==> src/rtl/register_load_arbiter_pkg.sv <==
// ---------------------------------------------------------------------------
// register_load_arbiter_pkg
//   Shared definitions for the register load arbiter and the data register it
//   drives: FSM state encodings and the polarity of the active-low LD strobe.
// ---------------------------------------------------------------------------
package register_load_arbiter_pkg;

   typedef enum logic [1:0] {
      S_IDLE    = 2'd0,
      S_LOAD    = 2'd1,
      S_ACK     = 2'd2,
      S_RELEASE = 2'd3
   } state_e;

   // LD strobe polarity, shared with Register
   localparam logic LD_ASSERT   = 1'b0;
   localparam logic LD_DEASSERT = 1'b1;

endpackage : register_load_arbiter_pkg

==> src/rtl/register_load_arbiter_rr_priority_select.sv <==
// ---------------------------------------------------------------------------
// rr_priority_select
//   Combinational round-robin search: finds the first set request starting at
//   the priority pointer and walking upward with wrap-around.
//   Ports:
//     req_i   - per-requester request vector
//     ptr_i   - index with highest priority this round
//     found_o - at least one request is set
//     sel_o   - index of the winning requester (0 when none)
// ---------------------------------------------------------------------------
module rr_priority_select #(
   parameter int NumReq = 4
) (
   input  logic [NumReq-1:0]         req_i,
   input  logic [$clog2(NumReq)-1:0] ptr_i,
   output logic                      found_o,
   output logic [$clog2(NumReq)-1:0] sel_o
);

   localparam int PtrW = $clog2(NumReq);
   // One spare bit so ptr+offset never overflows before the wrap compare.
   localparam logic [PtrW:0] NUM_REQ_W = (PtrW + 1)'(NumReq);

   logic [PtrW:0] idx;

   always_comb begin
      found_o = 1'b0;
      sel_o   = '0;
      idx     = '0;
      for (int i = 0; i < NumReq; i++) begin
         idx = {1'b0, ptr_i} + i[PtrW:0];
         // Explicit wrap: NumReq need not be a power of two.
         if (idx >= NUM_REQ_W) begin
            idx = idx - NUM_REQ_W;
         end
         if (!found_o && req_i[idx[PtrW-1:0]]) begin
            found_o = 1'b1;
            sel_o   = idx[PtrW-1:0];
         end
      end
   end

endmodule : rr_priority_select

==> src/rtl/register_load_arbiter.sv <==
// ---------------------------------------------------------------------------
// register_load_arbiter
//   Round-robin arbiter sharing the load port of one data register between
//   NumReq requesters. A winner is granted, its data is driven with LD low for
//   exactly one cycle, then Ack pulses for one cycle. The grant is held until
//   the requester drops Req, or released by force after TimeoutCycles cycles
//   (which sets the sticky Error flag).
//   Ports:
//     Clk   - clock, rising edge
//     Reset - asynchronous active-low reset
//     Req   - per-requester request, active high
//     DIn   - packed requester data, requester i at [i*DataWidth +: DataWidth]
//     Grant - registered one-hot grant
//     Ack   - one-cycle acknowledge after the register has loaded
//     LD    - registered active-low load strobe to the register
//     DOut  - registered data to the register
//     Busy  - arbiter is not idle
//     Error - sticky release-timeout flag
// ---------------------------------------------------------------------------
module register_load_arbiter
   import register_load_arbiter_pkg::*;
#(
   parameter int DataWidth     = 16,
   parameter int NumReq        = 4,
   parameter int TimeoutCycles = 15
) (
   input  logic                        Clk,
   input  logic                        Reset,
   input  logic [NumReq-1:0]           Req,
   input  logic [NumReq*DataWidth-1:0] DIn,
   output logic [NumReq-1:0]           Grant,
   output logic [NumReq-1:0]           Ack,
   output logic                        LD,
   output logic [DataWidth-1:0]        DOut,
   output logic                        Busy,
   output logic                        Error
);

   localparam int PtrW = $clog2(NumReq);
   localparam int CntW = $clog2(TimeoutCycles + 1);
   localparam logic [PtrW-1:0] PTR_LAST = PtrW'(NumReq - 1);
   localparam logic [CntW-1:0] CNT_LAST = CntW'(TimeoutCycles - 1);

   state_e               state_q, state_d;
   logic [PtrW-1:0]      sel_q,   sel_d;
   logic [PtrW-1:0]      ptr_q,   ptr_d;
   logic [CntW-1:0]      cnt_q,   cnt_d;
   logic [NumReq-1:0]    grant_q, grant_d;
   logic [NumReq-1:0]    ack_q,   ack_d;
   logic                 ld_q,    ld_d;
   logic [DataWidth-1:0] dout_q,  dout_d;
   logic                 error_q, error_d;

   logic                 rr_found;
   logic [PtrW-1:0]      rr_sel;
   logic [DataWidth-1:0] din_arr [NumReq];

   for (genvar g = 0; g < NumReq; g++) begin : g_din
      assign din_arr[g] = DIn[g*DataWidth +: DataWidth];
   end

   rr_priority_select #(
      .NumReq(NumReq)
   ) u_rr_sel (
      .req_i   (Req),
      .ptr_i   (ptr_q),
      .found_o (rr_found),
      .sel_o   (rr_sel)
   );

   always_ff @(posedge Clk or negedge Reset) begin
      if (!Reset) begin
         state_q <= S_IDLE;
         sel_q   <= '0;
         ptr_q   <= '0;
         cnt_q   <= '0;
         grant_q <= '0;
         ack_q   <= '0;
         ld_q    <= LD_DEASSERT;
         dout_q  <= '0;
         error_q <= 1'b0;
      end else begin
         state_q <= state_d;
         sel_q   <= sel_d;
         ptr_q   <= ptr_d;
         cnt_q   <= cnt_d;
         grant_q <= grant_d;
         ack_q   <= ack_d;
         ld_q    <= ld_d;
         dout_q  <= dout_d;
         error_q <= error_d;
      end
   end

   always_comb begin
      state_d = state_q;
      sel_d   = sel_q;
      ptr_d   = ptr_q;
      cnt_d   = cnt_q;
      grant_d = grant_q;
      ack_d   = ack_q;
      ld_d    = ld_q;
      dout_d  = dout_q;
      error_d = error_q;

      case (state_q)
         S_IDLE: begin
            if (rr_found) begin
               // Data is captured here; later DIn changes cannot reach DOut.
               sel_d          = rr_sel;
               grant_d        = '0;
               grant_d[rr_sel] = 1'b1;
               dout_d         = din_arr[rr_sel];
               ld_d           = LD_ASSERT;
               state_d        = S_LOAD;
            end
         end
         S_LOAD: begin
            // Register captures DOut at this edge; Ack follows with LD high.
            ld_d          = LD_DEASSERT;
            ack_d         = '0;
            ack_d[sel_q]  = 1'b1;
            state_d       = S_ACK;
         end
         S_ACK: begin
            ack_d   = '0;
            ptr_d   = (sel_q == PTR_LAST) ? '0 : sel_q + 1'b1;
            cnt_d   = '0;
            state_d = S_RELEASE;
         end
         S_RELEASE: begin
            if (!Req[sel_q]) begin
               grant_d = '0;
               state_d = S_IDLE;
            end else if (cnt_q == CNT_LAST) begin
               grant_d = '0;
               error_d = 1'b1;
               state_d = S_IDLE;
            end else begin
               cnt_d = cnt_q + 1'b1;
            end
         end
         default: begin
            state_d = S_IDLE;
         end
      endcase
   end

   assign Grant = grant_q;
   assign Ack   = ack_q;
   assign LD    = ld_q;
   assign DOut  = dout_q;
   assign Busy  = (state_q != S_IDLE);
   assign Error = error_q;

endmodule : register_load_arbiter

==> config.mk <==
export PLATFORM = sky130hd
export DESIGN_NAME = register_load_arbiter
export DESIGN_NICKNAME = d
export VERILOG_FILES = /design/src/rtl/register_load_arbiter_pkg.sv /design/src/rtl/register_load_arbiter_rr_priority_select.sv /design/src/rtl/register_load_arbiter.sv
export SDC_FILE = /design/constraint.sdc
export NUM_CORES = 1
export LEC_CHECK = 0
export CAP_MARGIN = 20
export CORE_ASPECT_RATIO = 1.25
export CORE_MARGIN = 2
export CORE_UTILIZATION = 40
export CTS_CLUSTER_DIAMETER = 150
export CTS_CLUSTER_SIZE = 12
export DETAILED_ROUTE_END_ITERATION = 12
export HOLD_SLACK_MARGIN = 0.1
export PLACE_DENSITY = 0.82
export SYNTH_ARGS = -nofsm -noshare
export SYNTH_HDL_FRONTEND = slang
export SYNTH_SLANG_ARGS = --single-unit
==> constraint.sdc <==
create_clock -name Clk -period 1.8 [get_ports Clk]
set_clock_uncertainty 0.1 [all_clocks]
set_input_delay 0.27 -clock Clk [delete_from_list [all_inputs] [get_ports Clk]]
set_output_delay 0.27 -clock Clk [all_outputs]
set_load 0.1 [all_outputs]
==> parameters.txt, run 1 <==
Parameter                              Value

Outcome
  Outcome    finished clean

GRT
  Sum of overflow across all layers after global routing    0
  Met1 usage in global routing    27.2%
  Most heavily used metal layer in global routing    met2
  Global-route wire length before repair    12.1 mm
  Number of antenna violations at the first check in global routing    0
  Met2 routing resource usage after global routing    39.7%
  Global router's overall resource usage    23.1%
  Maximum number of pins on one net before global-route repair    37
  Vias in the first global route    2476
  Met3 layer usage reported by global route    6.44%

Synth
  Warnings from Yosys    0
  Number of synthesized flops with an enable pin    0
  Main flop type after synthesis    sky130_fd_sc_hd__dfrtp_1
  Post-synthesis net count    339
  Mean area per synthesized cell    9.51 um^2
  Number of library cell types mapped by synthesis    49
  Seq/Total Area, Yosys    36.7%
  Share of synthesized flip-flops with an asynchronous set or reset    100%
  Synth Register Bits    36
  Cell area after technology mapping    2450 um^2
  Gate Count Post-Synth    258

Placed design
  Half-perimeter wire length of the detailed placement result    5.63 mm
  Worst slack at placement    -0.379 ns
  IO buf count    96
  Routability congestion estimate    0.793

Layout
  Most common library cell in the layout ignoring fill and taps    sky130_fd_sc_hd__clkdlybuf4s50_1
  Synth-to-layout area growth    72.2%
  Filler cell count    398
  Highest-count cells in the layout ignoring fill and taps    sky130_fd_sc_hd__clkdlybuf4s50_1, sky130_fd_sc_hd__buf_12, sky130_fd_sc_hd__dfrtp_1
  Share of post-route cells with drive strength above 1    29.1%
  Final nets    458
  Antenna diode count    0

Clock tree
  Number of levels the H-tree was split into    2
  Skew-Pair Late Insertion Delay    0.28 ns
  Clock tree from TritonCTS    yes
  Largest buffer count on any clock path    2
  Clock-pin slew reported for the worst setup and hold paths after clock tree synthesis    0.07 ns
  Root Buffer    sky130_fd_sc_hd__clkbuf_8
  CTS sink cnt    36
  Number of CTS-inserted buffers    5

Worst setup path
  Data arrival time of the critical path    1.85 ns
  Critical path required time    1.87 ns
  Count of buffer and inverter cells on the critical path    3
  Worst Path Max Fanout    9
  Worst setup path category    reg2reg
  Critical Path, Cell by Cell    buf_6, buf_4, o221a_4, buf_12, a221oi_2, a21oi_1
  Sort of element at the start of the critical path    flip-flop
  Worst path top cell family by delay    compound AO/OA/AOI/OAI gates
  Highest cell delay on the worst timing path    0.47 ns
  Crit path max-delay cell type    sky130_fd_sc_hd__dfrtp_2
  CP Capture Type    flip-flop

Timing
  Final Hold Slack    0.439 ns
  Endpoints failing hold    0
  Worst-case headroom to the max-slew limit    68.3%
  Post-route clock period utilization    98.8%
  Post-route worst setup slack    0.0215 ns
  Minimum clock period    1.78 ns
  Fmax    562 MHz
  Final setup violation count    0
  Slew at the pin closest to its max-slew limit    0.475 ns
  Max Slew Vio Count    0

Hold path
  Hold WC Path Type    reg2reg

Die
  IO Count    97
  Initial core utilization    41.9%
  Horizontal die dimension    74.1 um
  Die extent in y    91.6 um
  Row Count    31
  Core area    5860 um^2
  Die area    6780 um^2

Routing
  Detailed Routing Iterations Pass 1    4
  DRC violation count after routing    0
  Post-detailed-routing wire length    7.60 mm
  Routed via count    2492
  Wire length per cell    16.5 um
  Per-cell via count in the routed design    5.42
  First DRT Iteration DRCs    146
  ANT nets after route    0

Power and ir drop
  Largest vdd supply drop    1.43 mV
  Total power of the final layout    0.00835 W
  Leak Pwr    1.81 nW
  Power per cell area    1980 nW/um^2

Flow run
  Max_cap viols    0
-- stage by stage --
stage,TNS (ns),instances,area (um^2),util (%)
after floorplan,-2.20,258,2490,-
after global placement,-8.35,443,3970,67.7
after detailed placement,-9.21,443,3970,67.7
after CTS,0,456,4100,70.0
after global routing,-0.00472,460,4230,72.2
final,0,460,4230,72.2
-- registers in the layout, summed over array words and instances, names as in the netlist --
register and cells:
cnt_q 4, LD 1, DOut 16, Grant 4, Ack 4, sel_q 2, Error 1, state_q 2
ptr_q 2
-- power by group --
part	internal [W]	leakage (nW)	switching, W
Sequential	0.00119	0.438	0.000454
Clock	0.000312	0.0455	0.000287
Combinational	0.00251	1.33	0.00360
Total	0.00401	1.81	0.00435
-- cell families after synthesis --
family          share of synthesized area (%)
compound gates                           30.0
simple gates                             14.8
flops                                    36.7
buf+inv                                  6.07
mux                                      6.01
fa+ha+maj                                5.61
xor+xnor                                0.714
-- worst min-delay path, stage by stage, from the launching register on --
cell and delay (ns):
sky130_fd_sc_hd__dfstp_2 0.40, sky130_fd_sc_hd__nor2_1 0.08, sky130_fd_sc_hd__a21oi_1 0.06
-- synth_stat cells (4+ instances only) --
cell type	number	share of area, %
sky130_fd_sc_hd__a31o_2	4	1.4
sky130_fd_sc_hd__nand2_1	15	2.3
sky130_fd_sc_hd__inv_1	8	1.2
sky130_fd_sc_hd__nand2b_1	5	1.3
sky130_fd_sc_hd__dfrtp_1	35	36
sky130_fd_sc_hd__clkbuf_1	5	0.76
sky130_fd_sc_hd__o22a_1	5	1.8
sky130_fd_sc_hd__ha_1	11	5.6
sky130_fd_sc_hd__and3_1	11	2.8
sky130_fd_sc_hd__a21oi_1	23	4.7
sky130_fd_sc_hd__a221oi_2	8	4.9
sky130_fd_sc_hd__mux2i_1	11	4.5
sky130_fd_sc_hd__buf_2	8	1.6
sky130_fd_sc_hd__o2bb2ai_1	4	1.4
sky130_fd_sc_hd__o21ai_0	15	3.1
sky130_fd_sc_hd__buf_4	4	1.2
sky130_fd_sc_hd__a21boi_0	8	2.4
sky130_fd_sc_hd__nor2b_1	5	1.3
sky130_fd_sc_hd__o211ai_1	6	1.8
sky130_fd_sc_hd__nand3_1	6	1.2
sky130_fd_sc_hd__o21ai_1	8	1.6
sky130_fd_sc_hd__nor2_1	16	2.4
-- metal layers --
metal	vias to the layer above	routed length, um
met1	1194	2960
met4	0	125
li1	1180	-
met2	106	4030
met3	12	487
met5	-	0
-- layout make-up --
type	count	area [um^2]	area share, %
multi-input cells	193	1510	35.7
flip-flops and latches	36	905	21.4
inverters	10	41.3	0.977
repair buffers	131	1580	37.4
well taps	82	103	2.43
clock buffers	8	90.1	2.13
-- path summary, 6_finish.rpt --
path | start | end | slack, ns | cells after the start
worst min-delay path | LD | LD | 0.44 | 2
min in group asynchronous | Reset | Ack[3] | 0.46 | 3
worst max-delay path | ptr_q[1] | DOut[7] | 0.02 | 6
max in group asynchronous | Reset | LD | 0.78 | 3
worst min register to register | LD | LD | 0.44 | 2
worst max register to register | ptr_q[1] | DOut[7] | 0.02 | 6
-- timing repair --
action,CTS,global route
hold buffers,1,0
endpoints found under the setup margin,22,11
endpoints found under the hold margin,35,0
gates resized for setup,9,15
gates cloned,2,0
pin swaps,2,7
buffers inserted,2,4
(Power assumes the default switching activity.)
==> run 2: changes to the inputs <==
--- a/config.mk
+++ b/config.mk
@@ -14,6 +14,7 @@
 export DETAILED_ROUTE_END_ITERATION = 12
 export HOLD_SLACK_MARGIN = 0.1
 export PLACE_DENSITY = 0.82
+export SKIP_CTS_REPAIR_TIMING = 1
 export SYNTH_ARGS = -nofsm -noshare
 export SYNTH_HDL_FRONTEND = slang
 export SYNTH_SLANG_ARGS = --single-unit
==> run 2 against run 1 <==
- die area is the same
- total power shrank 1.1%
- largest cell class unchanged
- via count shrank 1.2%
==> parameters.txt, run 2 (same netlist as run 1, synthesis figures left out) <==
Parameter                              Value

Outcome
  Outcome    finished clean

Clock tree
  Clock tree from TritonCTS    yes
  CTS sink cnt    36
  Skew-Pair Late Insertion Delay    0.28 ns
  Clock-pin slew reported for the worst setup and hold paths after clock tree synthesis    0.07 ns
  Number of levels the H-tree was split into    2
  Number of CTS-inserted buffers    5
  Root Buffer    sky130_fd_sc_hd__clkbuf_8
  Largest buffer count on any clock path    2

Timing
  Endpoints failing hold    0
  Max Slew Vio Count    0
  Worst-case headroom to the max-slew limit    68.6%
  Minimum clock period    1.75 ns
  Setup tns final    0 ns
  Setup repair after global routing missed its margin    yes
  Final Hold Slack    0.437 ns
  Final setup violation count    0
  Slew at the pin closest to its max-slew limit    0.471 ns
  Post-route clock period utilization    97.0%
  Fmax    573 MHz

Layout
  Synth-to-layout area growth    71.5%
  Filler cell count    409
  Count of placed standard cells in the final layout, fillers left out    459
  Most common library cell in the layout ignoring fill and taps    sky130_fd_sc_hd__clkdlybuf4s50_1
  Share of post-route cells with drive strength above 1    28.1%
  Max reg flops    16
  Post-route cell area    4210 um^2
  Antenna diode count    0
  Footprint of the multi-input gates    1480 um^2
  Highest-count cells in the layout ignoring fill and taps    sky130_fd_sc_hd__clkdlybuf4s50_1, sky130_fd_sc_hd__buf_12, sky130_fd_sc_hd__dfrtp_1
  Register area    905 um^2
  Final nets    457

Routing
  Wire length per cell    16.2 um
  Post-detailed-routing wire length    7.44 mm
  Detailed Routing Iterations Pass 1    4
  ANT nets after route    0
  Routed via count    2462
  First DRT Iteration DRCs    136
  DRC violation count after routing    0
  Per-cell via count in the routed design    5.36

Hold path
  Instance count along the most critical hold path    2
  Hold WC Path Type    reg2reg
  Hold Path Origin    LD
  Hold-critical path endpoint    LD

Die
  Core area    5860 um^2
  Initial core utilization    41.9%
  Die extent in y    91.6 um
  Horizontal die dimension    74.1 um
  Row Count    31
  Die area    6780 um^2
  IO Count    97

Placed design
  Placed cells    443
  Half-perimeter wire length of the detailed placement result    5.63 mm
  IO buf count    96
  Routability congestion estimate    0.793
  Cell Area, Placed    3970 um^2

Worst setup path
  Data arrival time of the critical path    1.82 ns
  Endpoint of the worst register-to-register path    DOut[15]
  CP Capture Type    flip-flop
  Sort of element at the start of the critical path    flip-flop
  Worst setup path category    reg2reg
  Length in cells of the worst reg-to-reg path    6
  Worst Path Max Fanout    6
  Reg-to-reg critical path startpoint    ptr_q[1]
  Critical path required time    1.88 ns
  Setup slack, reg-to-reg    0.05 ns

Power and ir drop
  Power per cell area    1960 nW/um^2
  Largest vdd supply drop    1.42 mV
  Leak Pwr    1.84 nW

Flow run
  Max_cap viols    0

GRT
  Global-route wire length before repair    11.8 mm
  Number of antenna violations at the first check in global routing    0
  Sum of overflow across all layers after global routing    0
  Maximum number of pins on one net before global-route repair    37
  Vias in the first global route    2438
  Global router's overall resource usage    22.5%
-- run 2: changes by cell type in the layout (fill, tap and decap cells not counted) --
| cell | previous run | this run |
|---|---|---|
| sky130_fd_sc_hd__a21oi_2 | 5 | 3 |
| sky130_fd_sc_hd__buf_12 | 34 | 35 |
| sky130_fd_sc_hd__buf_4 | 22 | 21 |
| sky130_fd_sc_hd__o221a_1 | 0 | 1 |
| sky130_fd_sc_hd__nor2b_2 | 1 | 0 |
| sky130_fd_sc_hd__dlygate4sd2_1 | 4 | 0 |
| sky130_fd_sc_hd__a21oi_1 | 18 | 20 |
| sky130_fd_sc_hd__a221oi_2 | 5 | 7 |
| sky130_fd_sc_hd__buf_6 | 3 | 2 |
| sky130_fd_sc_hd__o221a_4 | 1 | 0 |
| sky130_fd_sc_hd__nor2b_4 | 0 | 1 |
| sky130_fd_sc_hd__dlymetal6s2s_1 | 0 | 4 |
| sky130_fd_sc_hd__a221oi_4 | 3 | 1 |
-- run 2: how the worst max path moves through the flow --
| stage | to | from | slack (ns) | cells after the start |
|---|---|---|---|---|
| 4_1_cts | DOut[13] | Req[0] | -0.08 | 7 |
| 3_5_place_dp | DOut[13] | Req[0] | -0.38 | 7 |
| 3_3_place_gp | state_q[1] | Req[0] | -0.35 | 7 |
| 2_1_floorplan | Grant[3] | state_q[1] | -0.22 | 7 |
| 6_report | DOut[15] | ptr_q[1] | 0.05 | 6 |
| 5_1_grt | DOut[15] | ptr_q[1] | -0.01 | 6 |
-- run 2: cell type report --
| class | instances | area share [%] |
|---|---|---|
| Clock buffer | 8 | 2.14 |
| Inverter | 10 | 0.981 |
| Multi-Input combinational cell | 193 | 35.0 |
| Sequential cell | 36 | 21.5 |
| Tap cell | 82 | 2.44 |
| Timing Repair Buffer | 130 | 37.9 |
-- run 2: critical path, stage by stage, from the launching register on --
cell and delay (ns):
sky130_fd_sc_hd__dfrtp_2 0.46, sky130_fd_sc_hd__buf_4 0.17, sky130_fd_sc_hd__and4b_1 0.20, sky130_fd_sc_hd__a211o_4 0.31, sky130_fd_sc_hd__a21oi_2 0.14, sky130_fd_sc_hd__o21ai_1 0.09, sky130_fd_sc_hd__o22a_1 0.17
-- run 2: power breakdown --
group | switching (W) | internal, W | leakage (nW) | total, W
Sequential | 0.000450 | 0.00119 | 0.438 | 0.00164
Clock | 0.000284 | 0.000312 | 0.0455 | 0.000597
Combinational | 0.00357 | 0.00246 | 1.36 | 0.00602
Total | 0.00430 | 0.00396 | 1.84 | 0.00826
-- run 2: through the flow --
stage	util [%]	worst slack, ns	power, W
detailed placement	67.7	-0.379	0.00746
floorplan	-	-0.218	0.00520
global route	71.9	-0.0102	0.00865
global placement	67.7	-0.348	0.00734
finish	71.9	0.0535	0.00826
CTS	69.3	-0.0755	0.00808
-- run 2: routing by layer --
layer / vias to the layer above / global-route usage, % / wire length [um]
met1: 1158 / 27.1 / 2870
met4: 0 / 7.27 / 169
met2: 108 / 38.1 / 3910
li1: 1181 / - / -
met5: - / 0 / 0
met3: 15 / 6.10 / 495
